File: src/rtl/md_pkg.sv
// Shared encodings and constants for the multiply/divide unit.
package md_pkg;

  localparam int MD_WIDTH = 32;
  localparam int MD_ITER  = 32;

  typedef enum logic [2:0] {
    OP_MULT  = 3'b000,
    OP_MULTU = 3'b001,
    OP_DIV   = 3'b010,
    OP_DIVU  = 3'b011,
    OP_MTHI  = 3'b100,
    OP_MTLO  = 3'b101
  } md_op_e;

  typedef enum logic [1:0] {
    ST_IDLE,
    ST_RUN,
    ST_FIX,
    ST_DONE
  } md_state_e;

  function automatic logic op_is_arith(input logic [2:0] op);
    return ~op[2];
  endfunction

  function automatic logic op_is_signed(input logic [2:0] op);
    return ~op[2] & ~op[0];
  endfunction

endpackage

File: src/rtl/md_shift_core.sv
// Shared 2*WIDTH shift register with one WIDTH+1 bit adder: shift/add multiply
// (LSB first) or restoring divide (remainder in upper half, quotient in lower).
module md_shift_core
  import md_pkg::*;
#(
  parameter int WIDTH = MD_WIDTH
) (
  input  logic                 clk,
  input  logic                 reset,
  input  logic                 load_i,
  input  logic                 step_i,
  input  logic                 div_mode_i,
  input  logic [WIDTH-1:0]     load_val_i,
  input  logic [WIDTH-1:0]     opb_i,
  output logic [2*WIDTH-1:0]   acc_o
);

  logic [2*WIDTH-1:0] acc_q, acc_d;
  logic [WIDTH:0]     add_a, add_b, add_s;
  logic [WIDTH-1:0]   hi_w, lo_w;

  assign hi_w  = acc_q[2*WIDTH-1:WIDTH];
  assign lo_w  = acc_q[WIDTH-1:0];
  assign acc_o = acc_q;

  // Divide subtracts via inverted operand plus carry-in; add_s[WIDTH] is the borrow.
  always_comb begin
    add_a = div_mode_i ? {hi_w, lo_w[WIDTH-1]} : {1'b0, hi_w};
    add_b = div_mode_i ? ~{1'b0, opb_i} : {1'b0, opb_i};
    add_s = add_a + add_b + {{WIDTH{1'b0}}, div_mode_i};
    if (div_mode_i) begin
      acc_d = add_s[WIDTH] ? {add_a[WIDTH-1:0], lo_w[WIDTH-2:0], 1'b0}
                           : {add_s[WIDTH-1:0], lo_w[WIDTH-2:0], 1'b1};
    end else begin
      acc_d = lo_w[0] ? {add_s, lo_w[WIDTH-1:1]}
                      : {1'b0, hi_w, lo_w[WIDTH-1:1]};
    end
  end

  always_ff @(posedge clk or posedge reset) begin
    if (reset) begin
      acc_q <= '0;
    end else if (load_i) begin
      acc_q <= {{WIDTH{1'b0}}, load_val_i};
    end else if (step_i) begin
      acc_q <= acc_d;
    end
  end

endmodule

File: src/rtl/mul_div_unit.sv
// Iterative MULT/MULTU/DIV/DIVU unit with HI/LO registers and MTHI/MTLO writes.
module mul_div_unit
  import md_pkg::*;
#(
  parameter int WIDTH = MD_WIDTH,
  parameter int ITER  = MD_ITER
) (
  input  logic             clk,
  input  logic             reset,
  input  logic             start,
  input  logic [2:0]       mdOp,
  input  logic [WIDTH-1:0] data1,
  input  logic [WIDTH-1:0] data2,
  output logic             busy,
  output logic             done,
  output logic             divByZero,
  output logic [WIDTH-1:0] hi,
  output logic [WIDTH-1:0] lo
);

  localparam int CW = $clog2(ITER + 1);

  md_state_e          state_q;
  logic [2:0]         op_q;
  logic [WIDTH-1:0]   d1_q, d2_q, hi_q, lo_q;
  logic [CW-1:0]      cnt_q;
  logic               busy_q, done_q, dbz_q;
  logic               issue_ok, core_load, core_step;
  logic               sgn_op, neg_a, neg_b, div_zero;
  logic [WIDTH-1:0]   load_mag, b_mag, quo_fix, rem_fix;
  logic [2*WIDTH-1:0] acc, prod_fix;

  function automatic logic [WIDTH-1:0] mag(input logic [WIDTH-1:0] v, input logic sgn);
    return (sgn && v[WIDTH-1]) ? -v : v;
  endfunction

  function automatic logic [WIDTH-1:0] neg_w(input logic [WIDTH-1:0] v, input logic n);
    return n ? -v : v;
  endfunction

  function automatic logic [2*WIDTH-1:0] neg_d(input logic [2*WIDTH-1:0] v, input logic n);
    return n ? -v : v;
  endfunction

  // DONE doubles as an issue slot so back-to-back operations keep a fixed cadence.
  assign issue_ok  = start && (state_q == ST_IDLE || state_q == ST_DONE);
  assign core_load = issue_ok && op_is_arith(mdOp);
  assign core_step = (state_q == ST_RUN);
  assign load_mag  = mag(data1, op_is_signed(mdOp));

  assign sgn_op    = op_is_signed(op_q);
  assign neg_a     = sgn_op & d1_q[WIDTH-1];
  assign neg_b     = sgn_op & d2_q[WIDTH-1];
  assign b_mag     = mag(d2_q, sgn_op);
  assign div_zero  = op_q[1] && (d2_q == '0);
  assign prod_fix  = neg_d(acc, neg_a ^ neg_b);
  assign quo_fix   = neg_w(acc[WIDTH-1:0], neg_a ^ neg_b);
  assign rem_fix   = neg_w(acc[2*WIDTH-1:WIDTH], neg_a);

  md_shift_core #(.WIDTH(WIDTH)) u_core (
    .clk        (clk),
    .reset      (reset),
    .load_i     (core_load),
    .step_i     (core_step),
    .div_mode_i (op_q[1]),
    .load_val_i (load_mag),
    .opb_i      (b_mag),
    .acc_o      (acc)
  );

  always_ff @(posedge clk or posedge reset) begin
    if (reset) begin
      state_q <= ST_IDLE;
      op_q    <= '0;
      d1_q    <= '0;
      d2_q    <= '0;
      hi_q    <= '0;
      lo_q    <= '0;
      cnt_q   <= '0;
      busy_q  <= 1'b0;
      done_q  <= 1'b0;
      dbz_q   <= 1'b0;
    end else begin
      case (state_q)
        ST_IDLE, ST_DONE: begin
          done_q  <= 1'b0;
          dbz_q   <= 1'b0;
          state_q <= ST_IDLE;
          if (issue_ok) begin
            if (op_is_arith(mdOp)) begin
              op_q    <= mdOp;
              d1_q    <= data1;
              d2_q    <= data2;
              cnt_q   <= '0;
              busy_q  <= 1'b1;
              state_q <= ST_RUN;
            end else if (mdOp == OP_MTHI) begin
              hi_q <= data1;
            end else if (mdOp == OP_MTLO) begin
              lo_q <= data1;
            end
          end
        end
        ST_RUN: begin
          cnt_q <= cnt_q + 1'b1;
          if (cnt_q == CW'(ITER - 1)) state_q <= ST_FIX;
        end
        ST_FIX: begin
          if (!op_q[1]) begin
            hi_q <= prod_fix[2*WIDTH-1:WIDTH];
            lo_q <= prod_fix[WIDTH-1:0];
          end else if (div_zero) begin
            hi_q <= d1_q;
            lo_q <= '1;
          end else begin
            hi_q <= rem_fix;
            lo_q <= quo_fix;
          end
          dbz_q   <= div_zero;
          done_q  <= 1'b1;
          busy_q  <= 1'b0;
          state_q <= ST_DONE;
        end
        default: state_q <= ST_IDLE;
      endcase
    end
  end

  assign busy      = busy_q;
  assign done      = done_q;
  assign divByZero = dbz_q;
  assign hi        = hi_q;
  assign lo        = lo_q;

endmodule

File: config.mk
export PLATFORM = sky130hd
export DESIGN_NAME = mul_div_unit
export DESIGN_NICKNAME = d
export VERILOG_FILES = /design/src/rtl/md_pkg.sv /design/src/rtl/md_shift_core.sv /design/src/rtl/mul_div_unit.sv
export SDC_FILE = /design/constraint.sdc
export NUM_CORES = 1
export LEC_CHECK = 0
export ABC_CLOCK_PERIOD_IN_PS = 14600
export CORE_MARGIN = 2
export CORE_UTILIZATION = 50
export DETAILED_ROUTE_END_ITERATION = 16
export HOLD_SLACK_MARGIN = 0.1
export MAX_ROUTING_LAYER = met4
export PLACE_DENSITY = 0.75
export SLEW_MARGIN = 20
export SYNTH_ARGS = -nofsm -noshare
export SYNTH_HDL_FRONTEND = slang
export SYNTH_SLANG_ARGS = --single-unit
export TNS_END_PERCENT = 1
File: constraint.sdc
create_clock -name clk -period 14.6 [get_ports clk]
set_input_delay 1.46 -clock clk [delete_from_list [all_inputs] [get_ports clk]]
set_output_delay 1.46 -clock clk [all_outputs]
set_load 0.01 [all_outputs]
==> impl_metrics.yaml <==
status:
  outcome: "completed"
clocking:
  h-tree-depth: 1
  post-cts-setup-buffer-count: 0
  cts.sinks: 205
  hold_buffers: 0
  clockBufferDepth: 3
  root_buffer: "clkbuf_16"
  cts_tree: "yes"
  clkTransAtPathRegs_ns: 0.06
  clkLatencyLatePin_ns: 0.57
  cts_buffers: 26
  cts_resized: 0
sta:
  holdWs_ns: 0.472
  rsz0062_at_grt: "false"
  fin_skew_ns: 0.0233
  drv_slew: 0
  timing_hold_violations_final: 0
  max_slew.worst_pin.slew_ns: 1.17
  finalSetupViolations: 0
  slew_headroom: 0.197
  period_share: 0.401
  fin_crit_ns: 5.86
  timing.fmax_mhz: 171
  timing.setup.tns_ns: 0
final_layout:
  nNetsFinal: 2216
  area_growth_pct: 15.1
  layout_common_cells: "nand2_1 (376), dfrtp_1 (204), o21ai_0 (193)"
  insertedDiodeCount: 0
  fillerInstances: 2977
  drive_gt1_frac: 0.0659
  design_area_um2: 18800
  layout_commonest_cell: "nand2_1"
placed_design:
  io_buffers: 136
  place_congestion: 1.01
  dp_hpwl_mm: 37.2
  placed_cell_area_um2: 17800
synthesis:
  synth_area_per_cell_um2: 7.79
  synthArstFlopShare: 1.00
  yosysWarnings: 0
  synth_area_um2: 16300
  synthTopCellsByArea: "dfrtp_1 (31%), nand2_1 (8.7%), xnor2_1 (6.4%), o21ai_0 (5.9%), a21oi_1 (4.5%)"
  yosysTopAreaCellShare: 0.315
  synth_ff_type: "dfrtp_1"
  synthCells: 2092
  ys_seq_elements: 205
  synth-edff-count: 0
  synthDistinctLibCells: 85
  syn_nets: 2202
  yosysSeqAreaShare: 0.315
  yosys.area.top_type: "dfrtp_1"
worst_setup_path:
  endpoint_kind: "register"
  critPathBufInv: 0
  timing.critical_path.from: "d2_q[2]"
  critical_path.slowest_cell: "mux2i_2"
  slowest_delay_ns: 0.60
  reg2reg_to: "u_core.acc_o[59]"
  required_ns: 15.09
  r2r_cells: 16
  path_class: "reg -> reg"
  crit_family: "simple AND/OR/NAND/NOR gates"
  cp_max_fo: 16
  r2r_start: "d2_q[2]"
  start_kind: "register"
  path_cells: "or3_1 -> or4_1 -> nor3_1 -> and2_1 -> nand2_1 -> o41ai_1 -> xnor2_1 -> ha_1 -> nand3_1 -> nor3_1 -> nor2_1 -> and3_1 -> mux2i_2 -> nand2_1 -> o311ai_1 -> a32o_1"
  reg2reg_setup_slack_ns: 8.74
  arrival_ns: 6.35
floorplanning:
  rows: 66
  die_width_um: 185
  dieHeight_um: 185
  start_util: 0.505
  dieArea_um2: 34100
  io_pins: 137
  core_area_um2: 32300
hold_path:
  worstHoldEndpoint: "d1_q[20]"
  hold_depth: 2
  hp-start: "d1_q[20]"
  hold_class: "reg -> reg"
power:
  pwr-share-comb: 0.063
  p_sw_uw: 328
  intPower_uw: 1070
  p_sw_frac: 0.235
  cellLeakagePower_uw: 0.00800
  power_density_nw_per_um2: 74.4
  ir_drop_mv: 0.0816
  p_clk_frac: 0.528
  seqPwrFrac: 0.409
global_routing:
  grt_max_degree: 141
  globalRouteOverflowTotal: 0
  antenna_found_initial: 0
  grt_pass1_vias: 15000
  grt_pass1_wl_mm: 83.7
  grt_usage: 0.318
route:
  drt_iter0_drc: 1419
  wl_mm: 53.1
  drc: 0
  wire_per_inst_um: 20.7
  firstDrtPassIters: 6
  postRouteAntennaNets: 0
  vias: 16000
  avgViaCountPerCell: 6.23
job:
  maxCapViolations: 0
## per-layer routing
metal  up-vias  track usage  share of wire
met3       166       0.0373          0.078
met4         0        0.144          0.049
li1       7491            -              -
met2       737        0.510           0.46
met1      7614        0.404           0.41
met5         -            -              0
## cell families (layout without fill, tap and decap cells)
group,after synthesis,after routing,synth area share
compound gates,641,641,0.247
xor+xnor,188,188,0.101
fa+ha+maj,40,40,0.0312
buf+inv,212,246,0.0510
flops,205,205,0.315
mux,80,80,0.0523
simple gates,726,726,0.203
## metrics by stage
| stage | util | instances | setup slack (ns) | total power (uW) |
|---|---|---|---|---|
| floorplan | - | 2092 | 7.54 | 628 |
| global placement | 0.550 | 2519 | 9.00 | 667 |
| detailed placement | 0.550 | 2519 | 8.82 | 668 |
| CTS | 0.580 | 2567 | 8.79 | 1400 |
| global route | 0.581 | 2568 | 8.32 | 1430 |
| finish | 0.581 | 2568 | 8.74 | 1400 |
## state kept, by name, indices dropped and copies added (netlist names)
name          flops
busy              1
cnt_q             6
d1_q             32
d2_q             32
divByZero         1
done              1
hi               32
lo               32
op_q              2
state_q           2
u_core.acc_o     64
## power groups by stage
stage	registers (uW)	clock network [uW]	logic, uW
after floorplan	581	0	47.1
final	570	737	88.3
after global routing	570	766	98.3
after CTS	570	744	88.0
after global placement	581	0	86.0
after detailed placement	581	0	87.4
## worst register-to-register path: stages, from the launching register on
cell      delay [ns]
dfrtp_1         0.42
or3_1           0.48
or4_1           0.49
nor3_1          0.38
and2_1          0.27
nand2_1         0.17
o41ai_1         0.37
xnor2_1         0.16
ha_1            0.44
nand3_1         0.22
nor3_1          0.25
nor2_1          0.13
and3_1          0.22
mux2i_2         0.60
nand2_1         0.55
o311ai_1        0.43
a32o_1          0.20
## cell type report
class	count	area [um2]	share of cell area
clock buffer	36	748	0.0399
sequential	205	5130	0.274
inverter	41	161	0.00860
clock inverter	12	230	0.0123
timing repair buffer	157	1550	0.0827
multi-input combinational	1675	10400	0.553
tap	442	553	0.0295
## worst max path at each step
stage                            end  cells past startpoint
floorplan                       busy                      1
global placement    u_core.acc_o[60]                     15
detailed placement  u_core.acc_o[59]                     16
CTS                 u_core.acc_o[59]                     16
global route        u_core.acc_o[59]                     16
finish              u_core.acc_o[59]                     16
## cells in the mapped netlist, types with 11 or more instances
cell / instances
inv_1: 39
o41ai_1: 11
ha_1: 39
nor4_1: 12
mux2i_1: 43
dfrtp_1: 205
o21ai_1: 12
o211ai_1: 61
buf_1: 15
nand3_1: 29
xnor2_1: 119
clkbuf_1: 145
a211oi_1: 30
o31ai_1: 24
nand4_1: 12
a21oi_1: 146
or3_1: 14
a31oi_1: 29
mux2_2: 35
a21o_1: 16
nor2_1: 139
and3_1: 25
nand2_1: 376
o22ai_1: 23
or4_1: 18
o21ai_0: 193
nand2b_1: 17
xor2_1: 69
nor3_1: 39
No activity file was read; power rests on OpenSTA's default activity.
